### config.mk
export PLATFORM = sky130hd
export DESIGN_NAME = riscv_inst_msg_disasm
export DESIGN_NICKNAME = d
export VERILOG_FILES = /design/src/rtl/riscv_inst_msg_disasm.sv
export SDC_FILE = /design/constraint.sdc
export NUM_CORES = 1
export LEC_CHECK = 0
export BUFFER_PORTS_ARGS = -buffer_cell sky130_fd_sc_hd__buf_2
export CELL_PAD_IN_SITES_DETAIL_PLACEMENT = 0
export CELL_PAD_IN_SITES_GLOBAL_PLACEMENT = 1
export CORE_MARGIN = 2
export CORE_UTILIZATION = 33
export DETAILED_ROUTE_END_ITERATION = 10
export MAX_ROUTING_LAYER = met4
export PLACE_DENSITY_LB_ADDON = 0.12
export REMOVE_ABC_BUFFERS = 1
export SYNTH_ARGS = -nofsm -noshare
export SYNTH_HDL_FRONTEND = slang
export SYNTH_SLANG_ARGS = --single-unit
### constraint.sdc
create_clock -name clk -period 4.77 [get_ports clk]
set_input_delay 0.7155 -clock clk [delete_from_list [all_inputs] [get_ports clk]]
set_output_delay 0.7155 -clock clk [all_outputs]
set_load 0.05 [all_outputs]
### src/rtl/riscv_inst_msg_disasm.sv
`default_nettype none
// ============================================================================
// Module      : riscv_inst_msg_disasm
// Description : RV32IM instruction word disassembler. Produces a 24-character
//               left-justified, space-padded ASCII string combinationally,
//               plus a registered copy with asynchronous active-high reset.
// Revision    : 1.0 - initial release
// ============================================================================
module riscv_inst_msg_disasm (
  input  logic         clk,
  input  logic         reset,
  input  logic [31:0]  msg,
  output logic [191:0] dasm,
  output logic [191:0] dasm_r
);

  localparam logic [191:0] C_BLANK = {24{8'h20}};

  localparam logic [6:0] C_OP_R     = 7'b0110011;
  localparam logic [6:0] C_OP_IMM   = 7'b0010011;
  localparam logic [6:0] C_OP_LOAD  = 7'b0000011;
  localparam logic [6:0] C_OP_STORE = 7'b0100011;
  localparam logic [6:0] C_OP_BR    = 7'b1100011;
  localparam logic [6:0] C_OP_LUI   = 7'b0110111;
  localparam logic [6:0] C_OP_AUIPC = 7'b0010111;
  localparam logic [6:0] C_OP_JAL   = 7'b1101111;
  localparam logic [6:0] C_OP_JALR  = 7'b1100111;

  // Operand layout selected by the decoder
  typedef enum logic [3:0] {
    FMT_UNDEF,
    FMT_NOP,
    FMT_R,
    FMT_IMM,
    FMT_SHIFT,
    FMT_LOAD,
    FMT_STORE,
    FMT_BR,
    FMT_U,
    FMT_JAL
  } fmt_e;

  // "rNN" with two decimal digits
  function automatic logic [23:0] reg_str(input logic [4:0] r);
    logic [4:0] t;
    logic [4:0] o;
    t = r / 5'd10;
    o = r % 5'd10;
    return {8'h72, 8'h30 + {3'b000, t}, 8'h30 + {3'b000, o}};
  endfunction

  // One lowercase hex digit
  function automatic logic [7:0] hexc(input logic [3:0] n);
    return (n < 4'd10) ? (8'h30 + {4'h0, n}) : (8'h57 + {4'h0, n});
  endfunction

  function automatic logic [31:0] hex2(input logic [4:0] v);
    return {"0x", hexc({3'b000, v[4]}), hexc(v[3:0])};
  endfunction

  function automatic logic [39:0] hex3(input logic [11:0] v);
    return {"0x", hexc(v[11:8]), hexc(v[7:4]), hexc(v[3:0])};
  endfunction

  function automatic logic [47:0] hex4(input logic [12:0] v);
    return {"0x", hexc({3'b000, v[12]}), hexc(v[11:8]), hexc(v[7:4]), hexc(v[3:0])};
  endfunction

  function automatic logic [55:0] hex5(input logic [19:0] v);
    return {"0x", hexc(v[19:16]), hexc(v[15:12]), hexc(v[11:8]), hexc(v[7:4]),
            hexc(v[3:0])};
  endfunction

  function automatic logic [63:0] hex6(input logic [20:0] v);
    return {"0x", hexc({3'b000, v[20]}), hexc(v[19:16]), hexc(v[15:12]),
            hexc(v[11:8]), hexc(v[7:4]), hexc(v[3:0])};
  endfunction

  logic [6:0]   w_opcode;
  logic [2:0]   w_funct3;
  logic [6:0]   w_funct7;
  logic [23:0]  w_rd;
  logic [23:0]  w_rs1;
  logic [23:0]  w_rs2;
  logic [11:0]  w_imm_i;
  logic [11:0]  w_imm_s;
  logic [12:0]  w_imm_b;
  logic [20:0]  w_imm_j;
  fmt_e         w_fmt;
  logic [55:0]  w_mn;
  logic [191:0] dasm_d;
  logic [191:0] dasm_q;

  assign w_opcode = msg[6:0];
  assign w_funct3 = msg[14:12];
  assign w_funct7 = msg[31:25];
  assign w_rd     = reg_str(msg[11:7]);
  assign w_rs1    = reg_str(msg[19:15]);
  assign w_rs2    = reg_str(msg[24:20]);
  assign w_imm_i  = msg[31:20];
  assign w_imm_s  = {msg[31:25], msg[11:7]};
  assign w_imm_b  = {msg[31], msg[7], msg[30:25], msg[11:8], 1'b0};
  assign w_imm_j  = {msg[31], msg[19:12], msg[20], msg[30:21], 1'b0};

  // Decode opcode/funct fields into an operand layout and a 7-char mnemonic
  always_comb begin
    w_fmt = FMT_UNDEF;
    w_mn  = "       ";
    case (w_opcode)
      C_OP_R: begin
        w_fmt = FMT_R;
        if (w_funct7 == 7'b0000000) begin
          case (w_funct3)
            3'b000:  w_mn = "add    ";
            3'b001:  w_mn = "sll    ";
            3'b010:  w_mn = "slt    ";
            3'b011:  w_mn = "sltu   ";
            3'b100:  w_mn = "xor    ";
            3'b101:  w_mn = "srl    ";
            3'b110:  w_mn = "or     ";
            default: w_mn = "and    ";
          endcase
        end else if (w_funct7 == 7'b0100000) begin
          if (w_funct3 == 3'b000)      w_mn = "sub    ";
          else if (w_funct3 == 3'b101) w_mn = "sra    ";
          else                         w_fmt = FMT_UNDEF;
        end else if (w_funct7 == 7'b0000001) begin
          case (w_funct3)
            3'b000:  w_mn = "mul    ";
            3'b001:  w_mn = "mulh   ";
            3'b010:  w_mn = "mulhsu ";
            3'b011:  w_mn = "mulhu  ";
            3'b100:  w_mn = "div    ";
            3'b101:  w_mn = "divu   ";
            3'b110:  w_mn = "rem    ";
            default: w_mn = "remu   ";
          endcase
        end else begin
          w_fmt = FMT_UNDEF;
        end
      end
      C_OP_IMM: begin
        w_fmt = FMT_IMM;
        case (w_funct3)
          3'b000:  w_mn = "addi   ";
          3'b010:  w_mn = "slti   ";
          3'b011:  w_mn = "sltiu  ";
          3'b100:  w_mn = "xori   ";
          3'b110:  w_mn = "ori    ";
          3'b111:  w_mn = "andi   ";
          3'b001: begin
            w_fmt = (w_funct7 == 7'b0000000) ? FMT_SHIFT : FMT_UNDEF;
            w_mn  = "slli   ";
          end
          default: begin
            w_fmt = FMT_SHIFT;
            if (w_funct7 == 7'b0000000)      w_mn = "srli   ";
            else if (w_funct7 == 7'b0100000) w_mn = "srai   ";
            else                             w_fmt = FMT_UNDEF;
          end
        endcase
        // The canonical nop encoding overrides addi
        if (msg == 32'h0000_0013) w_fmt = FMT_NOP;
      end
      C_OP_LOAD: begin
        w_fmt = FMT_LOAD;
        case (w_funct3)
          3'b000:  w_mn = "lb     ";
          3'b001:  w_mn = "lh     ";
          3'b010:  w_mn = "lw     ";
          3'b100:  w_mn = "lbu    ";
          3'b101:  w_mn = "lhu    ";
          default: w_fmt = FMT_UNDEF;
        endcase
      end
      C_OP_STORE: begin
        w_fmt = FMT_STORE;
        case (w_funct3)
          3'b000:  w_mn = "sb     ";
          3'b001:  w_mn = "sh     ";
          3'b010:  w_mn = "sw     ";
          default: w_fmt = FMT_UNDEF;
        endcase
      end
      C_OP_BR: begin
        w_fmt = FMT_BR;
        case (w_funct3)
          3'b000:  w_mn = "beq    ";
          3'b001:  w_mn = "bne    ";
          3'b100:  w_mn = "blt    ";
          3'b101:  w_mn = "bge    ";
          3'b110:  w_mn = "bltu   ";
          3'b111:  w_mn = "bgeu   ";
          default: w_fmt = FMT_UNDEF;
        endcase
      end
      C_OP_LUI: begin
        w_fmt = FMT_U;
        w_mn  = "lui    ";
      end
      C_OP_AUIPC: begin
        w_fmt = FMT_U;
        w_mn  = "auipc  ";
      end
      C_OP_JAL: begin
        w_fmt = FMT_JAL;
        w_mn  = "jal    ";
      end
      C_OP_JALR: begin
        if (w_funct3 == 3'b000) begin
          w_fmt = FMT_IMM;
          w_mn  = "jalr   ";
        end
      end
      default: w_fmt = FMT_UNDEF;
    endcase
  end

  // Assemble the padded 24-character string for the selected layout
  always_comb begin
    dasm_d = C_BLANK;
    case (w_fmt)
      FMT_NOP:   dasm_d = {"nop", {21{8'h20}}};
      FMT_R:     dasm_d = {w_mn, w_rd, ", ", w_rs1, ", ", w_rs2, {4{8'h20}}};
      FMT_IMM:   dasm_d = {w_mn, w_rd, ", ", w_rs1, ", ", hex3(w_imm_i), {2{8'h20}}};
      FMT_SHIFT: dasm_d = {w_mn, w_rd, ", ", w_rs1, ", ", hex2(msg[24:20]), {3{8'h20}}};
      FMT_LOAD:  dasm_d = {w_mn, w_rd, ", ", hex3(w_imm_i), "(", w_rs1, ")", {2{8'h20}}};
      FMT_STORE: dasm_d = {w_mn, w_rs2, ", ", hex3(w_imm_s), "(", w_rs1, ")", {2{8'h20}}};
      FMT_BR:    dasm_d = {w_mn, w_rs1, ", ", w_rs2, ", ", hex4(w_imm_b), 8'h20};
      FMT_U:     dasm_d = {w_mn, w_rd, ", ", hex5(msg[31:12]), {5{8'h20}}};
      FMT_JAL:   dasm_d = {w_mn, w_rd, ", ", hex6(w_imm_j), {4{8'h20}}};
      default:   dasm_d = {"undefined", {15{8'h20}}};
    endcase
  end

  assign dasm = dasm_d;

  // Registered copy; cleared to blanks asynchronously while reset is high
  always_ff @(posedge clk or posedge reset) begin
    if (reset) dasm_q <= C_BLANK;
    else       dasm_q <= dasm_d;
  end

  assign dasm_r = dasm_q;

endmodule
`default_nettype wire

# ---- After elaboration in Yosys (flattened, before gate mapping)
# Index checks and enable logic that the tools add are counted.
# W data, S select, Z words.
dict set report word_totals {
  elab_cells 125
  out_inout_bits 384
  inputBits 34
  reg_bits 192
}
dict set report classes {
  n_div 6
  mux 42
  eq_ne 28
  n_reduce_logical 7
  n_lt_le_gt_ge 11
  add_sub_neg 30
}
# op n
set ops {}
lappend ops {{$pmux W192 S9} 1}
lappend ops {{$pmux W53 S7} 2}
lappend ops {{$pmux W56 S9} 1}
lappend ops {{$pmux W55 S7} 1}
lappend ops {{$mux W55} 6}
lappend ops {{$pmux W55 S6} 1}
lappend ops {{$pmux W55 S5} 1}
lappend ops {{$pmux W55 S3} 1}
lappend ops {{$mux W56} 2}
lappend ops {{$add A7 B4 Y8 const A} 11}
lappend ops {{$mux W8} 11}
lappend ops {{$add A6 B4 Y7 const A} 11}
lappend ops {{$lt A4 B4 Y1 const B} 11}
lappend ops {{$add A6 B5 Y7 const A} 6}
lappend ops {{$eq A32 B5 Y1 const B} 1}
lappend ops {{$pmux W4 S8} 1}
lappend ops {{$eq A7 B6 Y1 const B} 4}
lappend ops {{$eq A7 B7 Y1 const B} 3}
lappend ops {{$mux W3} 6}
lappend ops {{$eq A4 B3 Y1 const B} 4}
lappend ops {{$div A5 B4 Y5 const B} 3}
lappend ops {{$mod A5 B4 Y5 const B} 3}
lappend ops {{$add A6 B1 Y7 const A} 2}
lappend ops {{$eq A7 B5 Y1 const B} 2}
lappend ops {{other kinds (17)} 29}

# ---- Depth between registers and ports, before layout
dict set report depth {
  depth_word 8
  depth_mapped 13
  ltp_nobuf 11
}

# ---- Worst setup path before layout
# Ideal clock, no wire load.
dict set report synth_timing {
  path_type {input-to-output}
  start {input port msg[13]}
  end {output port dasm[158]}
  t_arrival_ns 4.103
  path_buffers 2
  path_stages 11
  slack_ns -0.049
  t_required_ns 4.055
  cell_sequence {inv_1 ha_1 clkbuf_1 mux2i_1 nand4b_1 a21o_1 clkbuf_2 nand4_2 nor2_1 o32ai_1 nand2b_1}
}
dict set report synth_between {
  elab_chain_cells 8
  elab_cells_between_ends 41
  classes_between {17 x eq/ne; 19 x mux; 5 x reduce/logical}
}
# element line_no
set synth_rtl {}
lappend synth_rtl {{start: declaration} 12} ;# input logic [31:0] msg,
lappend synth_rtl {{parallel branches: the longest is 7 deep, another holds $pmux W4 S8} n/a}
lappend synth_rtl {{$pmux W192 S9 *} 222} ;# case (w_fmt)
lappend synth_rtl {{end: declaration} 13} ;# output logic [191:0] dasm,
# Every way passes the cells marked *.

# ---- Worst setup path after layout
dict set report layout_timing {
  start {input port msg[13]}
  end {output port dasm[44]}
}
dict set report layout_between {
  elab_chain_cells 8
  elab_cells_between_ends 38
  classes_between {2 x add/sub; 1 x order compare; 17 x eq/ne; 13 x mux; 5 x reduce/logical}
}
# element line_no
set layout_rtl {}
lappend layout_rtl {{parallel branches: the longest is 7 deep, another holds $pmux W4 S8} n/a}
lappend layout_rtl {{$pmux W192 S9 *} 222}
# Marked as above.

==> flow_metrics.tcl <==
set metrics [dict create \
    run_status "finished clean" \
    postCtsSetupRepairBufs 0 \
    numPortBuffers 288 \
    grt_util_all_layers_pct 25.4 \
    root_buffer "clkbuf_16" \
    worst-endpoint-arrival_ns 3.82 \
    fmaxAchievable_ghz 0.221 \
    final_util_pct 41.4 \
    cp.required_ns 4.05 \
    grt_first_pass_wirelength_mm 48.6 \
    leakage_uw 0.00519 \
    worst_slack_ns 0.238 \
    fin_crit_sh_pct 95.0 \
    dp_hpwl_mm 26.8 \
    yosys.cell_types.count 79 \
    antenna_found_initial 1 \
    synthesis.area_per_instance_um2 8.52 \
    maxSlewHeadroom_pct 36.4 \
    setup_viol 0 \
    vias 8148 \
    routed_via_density 5.20 \
    detail_route.wl_per_cell_um 21.3 \
    first_global_vias 7343 \
    critical_path_fanout_max 8 \
    power.density_cell_area_nw_per_um2 251 \
    synth_top_area_cell "dfrtp_1" \
    switching_power_uw 1070 \
    maxCapViolCount 0 \
    final_layout_net_count 1312 \
    post_synth_main_area_contributors "dfrtp_1 30%, buf_4 16%, ha_1 6.1%" \
    design_area_um2 10100 \
    gp_congestion 0.956 \
    fp.dieW_um 161 \
    cts.path.max_buffers 2 \
    hold_viol_final 0 \
    design.die.area_um2 26100 \
    rows 57 \
    cts-buffers-inserted 9 \
    synth_async_sr_flop_share_pct 100 \
    globalRoute.totalOverflow 0 \
    slew_viol_final 0 \
    io_pins 418 \
    drc 0 \
    setup.worst_path.end_class "primary output" \
    fraction_of_layout_cells_with_a_size_suffix_above_1_pct 33.0 \
    grt_start_max_net_pins 45 \
    tritoncts "done" \
    synthesis.yosys.warnings 0 \
    largest_register_ffs 108 \
    fin_hold_ws_ns 0.288 \
    pre_cts_ws_ns 0.138 \
    start_util_pct 33.7 \
    routed_wirelength_mm 33.4 \
    crit_type "input pin to primary output" \
    rsz_0062_raised_after_global_routing "no" \
    resized_cells_post_cts 0 \
    synthesis.area_um2 8190 \
    power.switching_fraction_pct 42.2 \
    cts_num_sinks 108 \
    detail_route.first_pass.iterations 5 \
    synth-main-ff-cell "dfrtp_1" \
    coreArea_um2 24300 \
    clkSlewWorstSetupHoldPaths_ns 0.09 \
    seq_area_frac_synth_pct 33.2 \
    power_frac_comb_pct 31.0 \
    area_added_between_synthesis_and_finish_pct 23.1 \
    final_antenna_net_count 0 \
    sequentialPowerShare_pct 36.9 \
    peak_vdd_ir_uv 199 \
    period_needed_ns 4.53 \
    post_cts_hold_buffer_count 0 \
    drt_iter0_markers 805 \
    start_kind "input pin" \
    post_dp_cell_area_um2 9740 \
    die_y_um 161 \
    synth_seq_cells 108 \
    post_synth_inst_count 961 \
    p_total_uw 2530 \
    max_slew.worst_pin.slew_ns 0.943 \
    synth.top_cell.area_share_pct 30.0 \
    internal-power_uw 1460 \
    cts-htree-levels 3 \
    synth_edf_count 0 \
    most_repeated_cell_in_the_gate_level_netlist_after_synthesis "buf_4" \
    synth_commonest_cells "170 x buf_4, 98 x dfrtp_1, 72 x nand2_1" \
    power.share.clock_pct 32.1 \
    timing.hold.worst.class "input pin to async pin" \
]
final timing paths:
path / cells after the start / slack, ns / startpoint / end
worst max-delay path: 11 / 0.24 / msg[13] / dasm[44]
worst min-delay path: 2 / 0.29 / reset / dasm_r[10]
max in group asynchronous: 3 / 3.61 / reset / dasm_r[34]
min in group clk: 3 / 0.72 / msg[11] / dasm_r[121]
layout make-up:
cell class                 instances  area, µm²
fill                            2575      14200
multi-input combinational        718       4310
sequential                       108       2720
timing repair buffer             362       2180
tap                              324        405
clock buffer                       9        225
inverter                          39        149
clock inverter                     7       96.3
antenna                            1       2.50
critical path, cell delays in order:
cell and delay (ns):
buf_2 0.12, inv_1 0.18, ha_2 0.31, nor2b_1 0.32
nand4_1 0.27, o2111ai_2 0.29, and3_1 0.40, nor3_4 0.10
or2_1 0.35, or4_4 0.52, buf_2 0.23
routing by layer:
metal	wire [µm]	global-route usage, %	vias up
met3	3260	4.49	21
met4	369	4.06	0
met2	15500	39.8	515
met5	0	-	-
met1	14300	35.1	3952
li1	-	-	3660
stage by stage:
| stage | instances | TNS, ns |
|---|---|---|
| finish | 1568 | 0 |
| global route | 1568 | 0 |
| CTS | 1567 | 0 |
| detailed placement | 1551 | 0 |
| global placement | 1551 | 0 |
| floorplan | 865 | -47.70 |
layout by cell type, fill, tap and decap left out, drive strengths merged, types with 11 or more instances in the layout:
| master | instances |
|---|---|
| nand3 | 18 |
| ha | 40 |
| dfrtp | 98 |
| buf | 362 |
| nor2b | 11 |
| nand2 | 72 |
| nand4 | 12 |
| o22ai | 13 |
| a21oi | 65 |
| nor2 | 62 |
| inv | 43 |
| xnor2 | 19 |
| o221ai | 20 |
| conb | 130 |
| o21ai | 70 |
| nor3 | 27 |
power by group through the flow:
stage               registers [µW]  clock network, µW  logic (µW)
floorplan                     1020                  0         483
global placement               952                  0         779
detailed placement             953                  0         775
CTS                            935                847         776
global route                   936                882         826
finish                         934                814         785
logic make-up (layout without fill, tap and decap cells):
group,after synthesis,in the layout,synth area share [%]
buf+inv,263,417,20.2
other cells,2,131,0.0917
mux,11,11,1.41
simple gates,252,252,15.6
compound gates,265,265,21.2
fa+ha+maj,40,40,6.11
flops,108,108,33.2
xor+xnor,20,20,2.14
No activity file was read; power rests on OpenSTA's default activity.
